### src/rtl/pipe_stage_skid.sv
// pipe_stage_skid: inter-stage pipeline register with a 2-entry skid buffer.
// The main register M drives the outputs and the skid register S catches the
// beat that arrives while downstream stalls. in_ready is registered, so there
// is no combinational path from out_ready. Hazard flush/stall are supported.
// Optional feature macro: PIPE_STAGE_PROTECT_EN adds flush_protect, which
// spares the head beat in M on a flush and kills only S.
module pipe_stage_skid #(
  parameter int DATA_W          = 32,
  parameter int CTRL_W          = 16,
  parameter int FLUSH_KEEP_DATA = 0
) (
  input  logic              clk,
  input  logic              rst,
  input  logic              in_valid,
  output logic              in_ready,
  input  logic [DATA_W-1:0] in_data,
  input  logic [CTRL_W-1:0] in_ctrl,
  output logic              out_valid,
  input  logic              out_ready,
  output logic [DATA_W-1:0] out_data,
  output logic [CTRL_W-1:0] out_ctrl,
  input  logic              flush,
  input  logic              stall,
`ifdef PIPE_STAGE_PROTECT_EN
  input  logic              flush_protect,
`endif
  output logic [1:0]        occupancy
);

  typedef enum logic [1:0] {EMPTY = 2'd0, ONE = 2'd1, TWO = 2'd2} state_t;

  state_t            state, nState;
  logic [DATA_W-1:0] mData, sData, nMData, nSData;
  logic [CTRL_W-1:0] mCtrl, sCtrl, nMCtrl, nSCtrl;
  logic              inReadyQ;
  logic [1:0]        occQ, nOcc;
  logic              accept, emit, protect;

`ifdef PIPE_STAGE_PROTECT_EN
  assign protect = flush_protect;
`else
  assign protect = 1'b0;
`endif

  assign out_valid = (state != EMPTY);
  assign accept    = in_valid & inReadyQ & ~stall & ~flush;
  assign emit      = out_valid & out_ready & ~stall;

  // Next-state and next-register decode; flush overrides stall and accept.
  always_comb begin
    nState = state;
    nMData = mData;
    nMCtrl = mCtrl;
    nSData = sData;
    nSCtrl = sCtrl;
    if (flush) begin
      nSCtrl = '0;
      if (FLUSH_KEEP_DATA == 0) nSData = '0;
      // A protected flush keeps M unless it is leaving this cycle anyway;
      // a beat emitted alongside the flush has been delivered.
      if (protect && state != EMPTY && !emit) begin
        nState = ONE;
      end else begin
        nState = EMPTY;
        nMCtrl = '0;
        if (FLUSH_KEEP_DATA == 0) nMData = '0;
      end
    end else begin
      case (state)
        EMPTY: if (accept) begin
          nMData = in_data;
          nMCtrl = in_ctrl;
          nState = ONE;
        end
        ONE: begin
          if (accept && emit) begin
            nMData = in_data;
            nMCtrl = in_ctrl;
          end else if (accept) begin
            nSData = in_data;
            nSCtrl = in_ctrl;
            nState = TWO;
          end else if (emit) begin
            nState = EMPTY;
          end
        end
        TWO: if (emit) begin
          // S is never bypassed: it always moves into M before new input.
          nMData = sData;
          nMCtrl = sCtrl;
          nState = ONE;
        end
        default: nState = EMPTY;
      endcase
    end
  end

  // Occupancy follows the next state so it can be registered alongside it.
  always_comb begin
    nOcc = 2'd0;
    case (nState)
      ONE:     nOcc = 2'd1;
      TWO:     nOcc = 2'd2;
      default: nOcc = 2'd0;
    endcase
  end

  // State and storage registers; reset discards every held beat.
  always_ff @(posedge clk) begin
    if (!rst) begin
      state    <= EMPTY;
      mData    <= '0;
      mCtrl    <= '0;
      sData    <= '0;
      sCtrl    <= '0;
      inReadyQ <= 1'b0;
      occQ     <= 2'd0;
    end else begin
      state    <= nState;
      mData    <= nMData;
      mCtrl    <= nMCtrl;
      sData    <= nSData;
      sCtrl    <= nSCtrl;
      inReadyQ <= (nState != TWO);
      occQ     <= nOcc;
    end
  end

  assign in_ready  = inReadyQ;
  assign out_data  = mData;
  assign out_ctrl  = mCtrl & {CTRL_W{out_valid}};
  assign occupancy = occQ;

endmodule

### config.mk
export PLATFORM = sky130hd
export DESIGN_NAME = pipe_stage_skid
export DESIGN_NICKNAME = d
export VERILOG_FILES = /design/src/rtl/pipe_stage_skid.sv
export SDC_FILE = /design/constraint.sdc
export NUM_CORES = 1
export LEC_CHECK = 0
export BUFFER_PORTS_ARGS = -buffer_cell sky130_fd_sc_hd__buf_2
export CAP_MARGIN = 20
export CORE_ASPECT_RATIO = 0.5
export CORE_UTILIZATION = 30
export CTS_BUF_LIST = sky130_fd_sc_hd__clkbuf_2 sky130_fd_sc_hd__clkbuf_4 sky130_fd_sc_hd__clkbuf_8
export CTS_CLUSTER_SIZE = 12
export DETAILED_ROUTE_END_ITERATION = 16
export GPL_TIMING_DRIVEN = 0
export SLEW_MARGIN = 10
export SYNTH_ARGS = -nofsm -noshare
export SYNTH_HDL_FRONTEND = slang
export SYNTH_SLANG_ARGS = --single-unit
### constraint.sdc
create_clock -name clk -period 1.6 [get_ports clk]
set_input_delay 0.24 -clock clk [delete_from_list [all_inputs] [get_ports clk]]
set_output_delay 0.24 -clock clk [all_outputs]
set_load 0.02 [all_outputs]
Word level (Yosys, flattened, before mapping)

Cells that the tools add are included.

Input bits: 54
Bits in writable memories: 0
Bits in registers: 101
Latch bits: 0
Word-level logic and storage cells: 48
Memories kept: 0
Bits in read-only memories: 0
Output and inout bits: 52

$lt $le $gt $ge: 0
Equal/unequal tests: 8
$mul: 0
Divide/modulo/power cells: 0
Reductions and logical operators: 7
Muxes and demuxes: 16
$add $sub $neg: 0
Bitwise operators: 10
Shift-type cells: 0

Operator list:

| operator                                            | number |
|---|---|
| two-way mux 32 bit                                  | 3 |
| one-hot mux 32 bit (3 select lines)                 | 1 |
| two-way mux 16 bit                                  | 3 |
| one-hot mux 16 bit (3 select lines)                 | 1 |
| bitwise AND 16 bit                                  | 1 |
| two-way mux 2 bit                                   | 6 |
| != test 2 bit, second input constant                | 4 |
| one-hot mux 2 bit (3 select lines)                  | 1 |
| bitwise AND 1 bit                                   | 5 |
| equality test 2 x 1 -> 1 bit, second input constant | 2 |
| equality test 2 bit, second input constant          | 2 |
| inverter 1 bit                                      | 4 |
| one-hot mux 2 bit (2 select lines)                  | 1 |
| AND reduction 4 bit                                 | 1 |
| AND reduction 3 bit                                 | 1 |
| nonzero test 3 bit                                  | 1 |
| zero test 2 bit                                     | 1 |
| nonzero test 2 bit                                  | 1 |
| OR reduction 2 bit                                  | 1 |
| logical AND 1 bit                                   | 1 |

Logic depth before layout (Yosys ltp)

Depth in word-level cells: 10
Gate-level depth with buffers: 7
Depth with buffers taken out: 4

Worst setup path after synthesis

No wires, ideal clock.

Path kind: reg2reg
Start point: register inReadyQ (netlist: in_ready)
End point: register mCtrl[0]
Path buffers: 3
Data arrival time: 1561 ps
Clock period less this slack: 1707 ps
Setup slack: -107 ps
Data required time: 1454 ps
Cell stages (with the launch flop): 8
Cell sequence: dfxtp_1 -> nor4bb_4 -> or2_1 -> buf_2 -> and2_4 -> buf_4 -> buf_6 -> a211oi_2

Word-level cells in the longest chain between the ends: 6
Elaborated cells between the ends (all ways): 7
Classes of those cells: eq/ne: 2; bitwise: 3; reduce/logical: 2

Ends and longest elaborated chain:

| item                             | line | source |
|---|---|---|
| from (decl)                      | 35   | `logic inReadyQ;` |
| from (signal assigned)           | 124  | `inReadyQ <= (nState != TWO);` |
| bitwise AND 1 bit * (3 in a row) | 46   | `assign accept = in_valid & inReadyQ & ~stall & ~flush;` |
| logical AND 1 bit                | 76   | `if (accept && emit) begin` |
| != test 2 bit (no line)          | n/a  |  |
| AND reduction 4 bit (no line) *  | n/a  |  |
| to (signal assigned)             | 121  | `mCtrl <= nMCtrl;` |
| to (decl)                        | 34   | `logic [CTRL_W-1:0] mCtrl, sCtrl, nMCtrl, nSCtrl;` |

Mark *: on every way between the ends. The rest lies on a longest branch, timed or not.
A chain may end at the register's enable or synchronous reset.

Worst setup path after layout

Start point: register state[0]
End point: register mCtrl[5]

Word-level cells in the longest chain between the ends: 6
Elaborated cells between the ends (all ways): 13
Classes of those cells: eq/ne: 5; mux: 1; bitwise: 2; reduce/logical: 5

Ends and longest elaborated chain:

| item                           | line | source |
|---|---|---|
| from (decl)                    | 32   | `state_t state, nState;` |
| from (signal assigned)         | 119  | `state <= nState;` |
| nonzero test 2 bit             | n/a  |  |
| bitwise AND 1 bit (2 in a row) | 47   | `assign emit = out_valid & out_ready & ~stall;` |
| logical AND 1 bit              | 76   |  |
| != test 2 bit (no line)        | n/a  |  |
| AND reduction 4 bit (no line)  | n/a  |  |

Parallel ways exist; a longest one is shown, timed or not.

==> results.cfg <==
[place]
placed_cells = 769
gp_congestion = 0.813
dp_hpwl_um = 8210
portBuffers = 105

[routing]
wl_met2_um = 5630
vias = 3709
ant_nets = 0
top_layer_used = met5
wl_met3_um = 556
wl_per_cell_um = 14.7
drc = 0
drt_pass1_iterations = 4
drtIter0Drc = 238
met1_length_um = 5340
via_per_inst = 4.69
totalWireLength_um = 11700

[grt]
overflow = 0
grt_pass1_vias = 3462
grt_pass1_wl_um = 17900
antenna_found_initial = 1
grt_max_degree = 20
grt_use_total = 0.158

[hold_path]
hold_class = input port to flip-flop

[die]
rows = 30
die_w_um = 171
io_pins = 106
die_h_um = 86.6
start_util = 0.312
core_area_mm2 = 0.0137
dieArea_mm2 = 0.0148

[worst_setup_path]
crit_required_ns = 1.89
arrival_ns = 1.89
crit_path_max_fanout = 10
worst_setup_path_end_kind = flip-flop
worstSetupPathType = flip-flop to flip-flop
cp-start-kind = flip-flop

[timing]
period_needed_ns = 1.60
post-route-period-util = 1.00
hold_violations = 0
fmax_mhz = 624
rsz0062_at_grt = true
worst_clock_skew_ns = 0.0114
drv_slew = 0
worstMarginPinSlew_ns = 0.762
worst_slack_ns = -0.00204
finalSetupViolCount = 1
maxSlewHeadroom = 0.492

[final_layout]
layout-drive-gt1-share = 0.344
fillers = 1439
area_growth_syn_to_layout_pct = 28.9
final_common_cell = buf_2
fin_nets = 648
antennaDiodeCount = 0
final_cells = 791
mostFrequentLayoutCells = buf_2 (101), dfxtp_1 (98), nand2_1 (97), a21oi_1 (95), mux2i_1 (48)
final_util = 0.403

[clocking]
cts_tree = done
htree_levels = 3
ctsLongestPathBuffers = 2
cts_num_sinks = 101
path_clk_slew_ns = 0.10
hold_buffers = 0
numCtsBuffers = 9
cts_root_buf = clkbuf_8
clock_latency_ns = 0.37

[synthesis]
yosysWarnings = 0
synth_seq_area_share = 0.471
syn-cell-area_mm2 = 0.00429
synthCells = 472
synth_seq_cells = 101
synth_nets = 526
yosysUniqueCellTypes = 27
synth_area_per_cell_um2 = 9.09

[power]
power.switching_uw = 1110
p_seq_frac = 0.558
power_per_cell_area_mw_per_mm2 = 822
p_clk_frac = 0.364
combPwrFrac = 0.078
power.leakage_uw = 0.00233
swShare = 0.245
vdd_drop_max_v = 0.000351
p_int_uw = 3430

[status]
status = finished, violations left
violations = setup timing

[flow_run]
drv_cap = 0
## cells in the mapped netlist (all sizes together)
| cell | count | area (um^2) |
|---|---|---|
| dfxtp | 101 | 2020 |
| nand2 | 97 | 364 |
| a21oi | 96 | 480 |
| a211oi | 48 | 460 |
| mux2i | 48 | 480 |
| buf | 25 | 164 |
| clkbuf | 18 | 67.6 |
| nor2b | 17 | 106 |
| nor2 | 5 | 18.8 |
| inv | 3 | 11.3 |
| nand2b | 2 | 12.5 |
| nor3 | 2 | 10.0 |
| a21o | 1 | 7.51 |
| a31oi | 1 | 6.26 |
| and2 | 1 | 8.76 |
| and4 | 1 | 8.76 |
| maj3 | 1 | 11.3 |
| nand3 | 1 | 5.00 |
| nand4 | 1 | 6.26 |
| nor4bb | 1 | 25.0 |
| o21a | 1 | 7.51 |
| or2 | 1 | 6.26 |
## sequential cells by signal, summed over array words and instances (netlist names)
register / flops
out_data: 32
sData: 32
mCtrl: 16
sCtrl: 16
occupancy: 2
state: 2
in_ready: 1
## final cells by class
class,count,area [um^2],area share
Multi-Input combinational cell,325,2120,0.383
Sequential cell,101,2030,0.367
Timing Repair Buffer,113,608,0.110
Buffer,41,323,0.0584
Tap cell,192,240,0.0434
Clock buffer,10,138,0.0249
Clock inverter,6,61.3,0.0111
Inverter,3,11.3,0.00204
## power by group through the flow
stage / sequential, uW / combinational (uW) / clock, uW
3_5_place_dp: 2600 / 328 / 0
3_3_place_gp: 2600 / 326 / 0
6_report: 2540 / 354 / 1650
5_1_grt: 2540 / 388 / 1810
4_1_cts: 2540 / 334 / 1710
2_1_floorplan: 2620 / 161 / 0
## worst paths after layout
kind	slack (ns)	cells past startpoint	start	endpoint
setup / recovery	-0.002	6	state[0]$_SDFF_PN0_	mCtrl[5]$_SDFFE_PP0P_
hold / removal	0.10	2	rst	in_ready$_SDFF_PN0_
setup reg to reg	-0.002	6	state[0]$_SDFF_PN0_	mCtrl[5]$_SDFFE_PP0P_
hold reg to reg	0.46	2	sData[29]$_SDFFE_PP0P_	sData[29]$_SDFFE_PP0P_
## critical path: stages (launching register included)
cell and delay [ns]:
dfxtp_4 0.40, inv_1 0.07, maj3_2 0.37, and2_4 0.20, buf_12 0.15, buf_12 0.15
a211oi_2 0.18
## logic make-up after synthesis
logic type / after synthesis / synth area share
AO/OA/AOI/OAI: 147 / 0.224
AND/OR/NAND/NOR: 129 / 0.133
flip-flops: 101 / 0.471
multiplexers: 48 / 0.112
buffers and inverters: 46 / 0.0566
adder cells (fa/ha/maj): 1 / 0.00262
## per-stage QoR
step	TNS [ns]	total power, uW	worst slack, ns	hold slack, ns	area (um^2)
2_1_floorplan	0	2780	0.0581	0.357	4290
3_3_place_gp	-13.55	2930	-0.253	0.441	5060
3_5_place_dp	-13.64	2930	-0.250	0.446	5060
4_1_cts	0	4580	0.00290	0.0903	5310
5_1_grt	-0.825	4740	-0.0482	0.0944	5530
6_report	-0.00204	4550	-0.00204	0.102	5530
## per-layer routing
metal | global-route usage | vias to the layer above
li1 | - | 1888
met1 | 0.205 | 1739
met2 | 0.263 | 65
met3 | 0.0416 | 15
met4 | 0.0414 | 2
met5 | 0 | -
## repair_timing
item | in CTS | in global routing
hold endpoints to repair | 0 | 0
setup endpoints to repair | 60 | 97
pin swaps | 1 | 4
resized for setup | 16 | 65
buffers inserted | 3 | 5
Note: power is estimated with default switching activity, not from simulation.
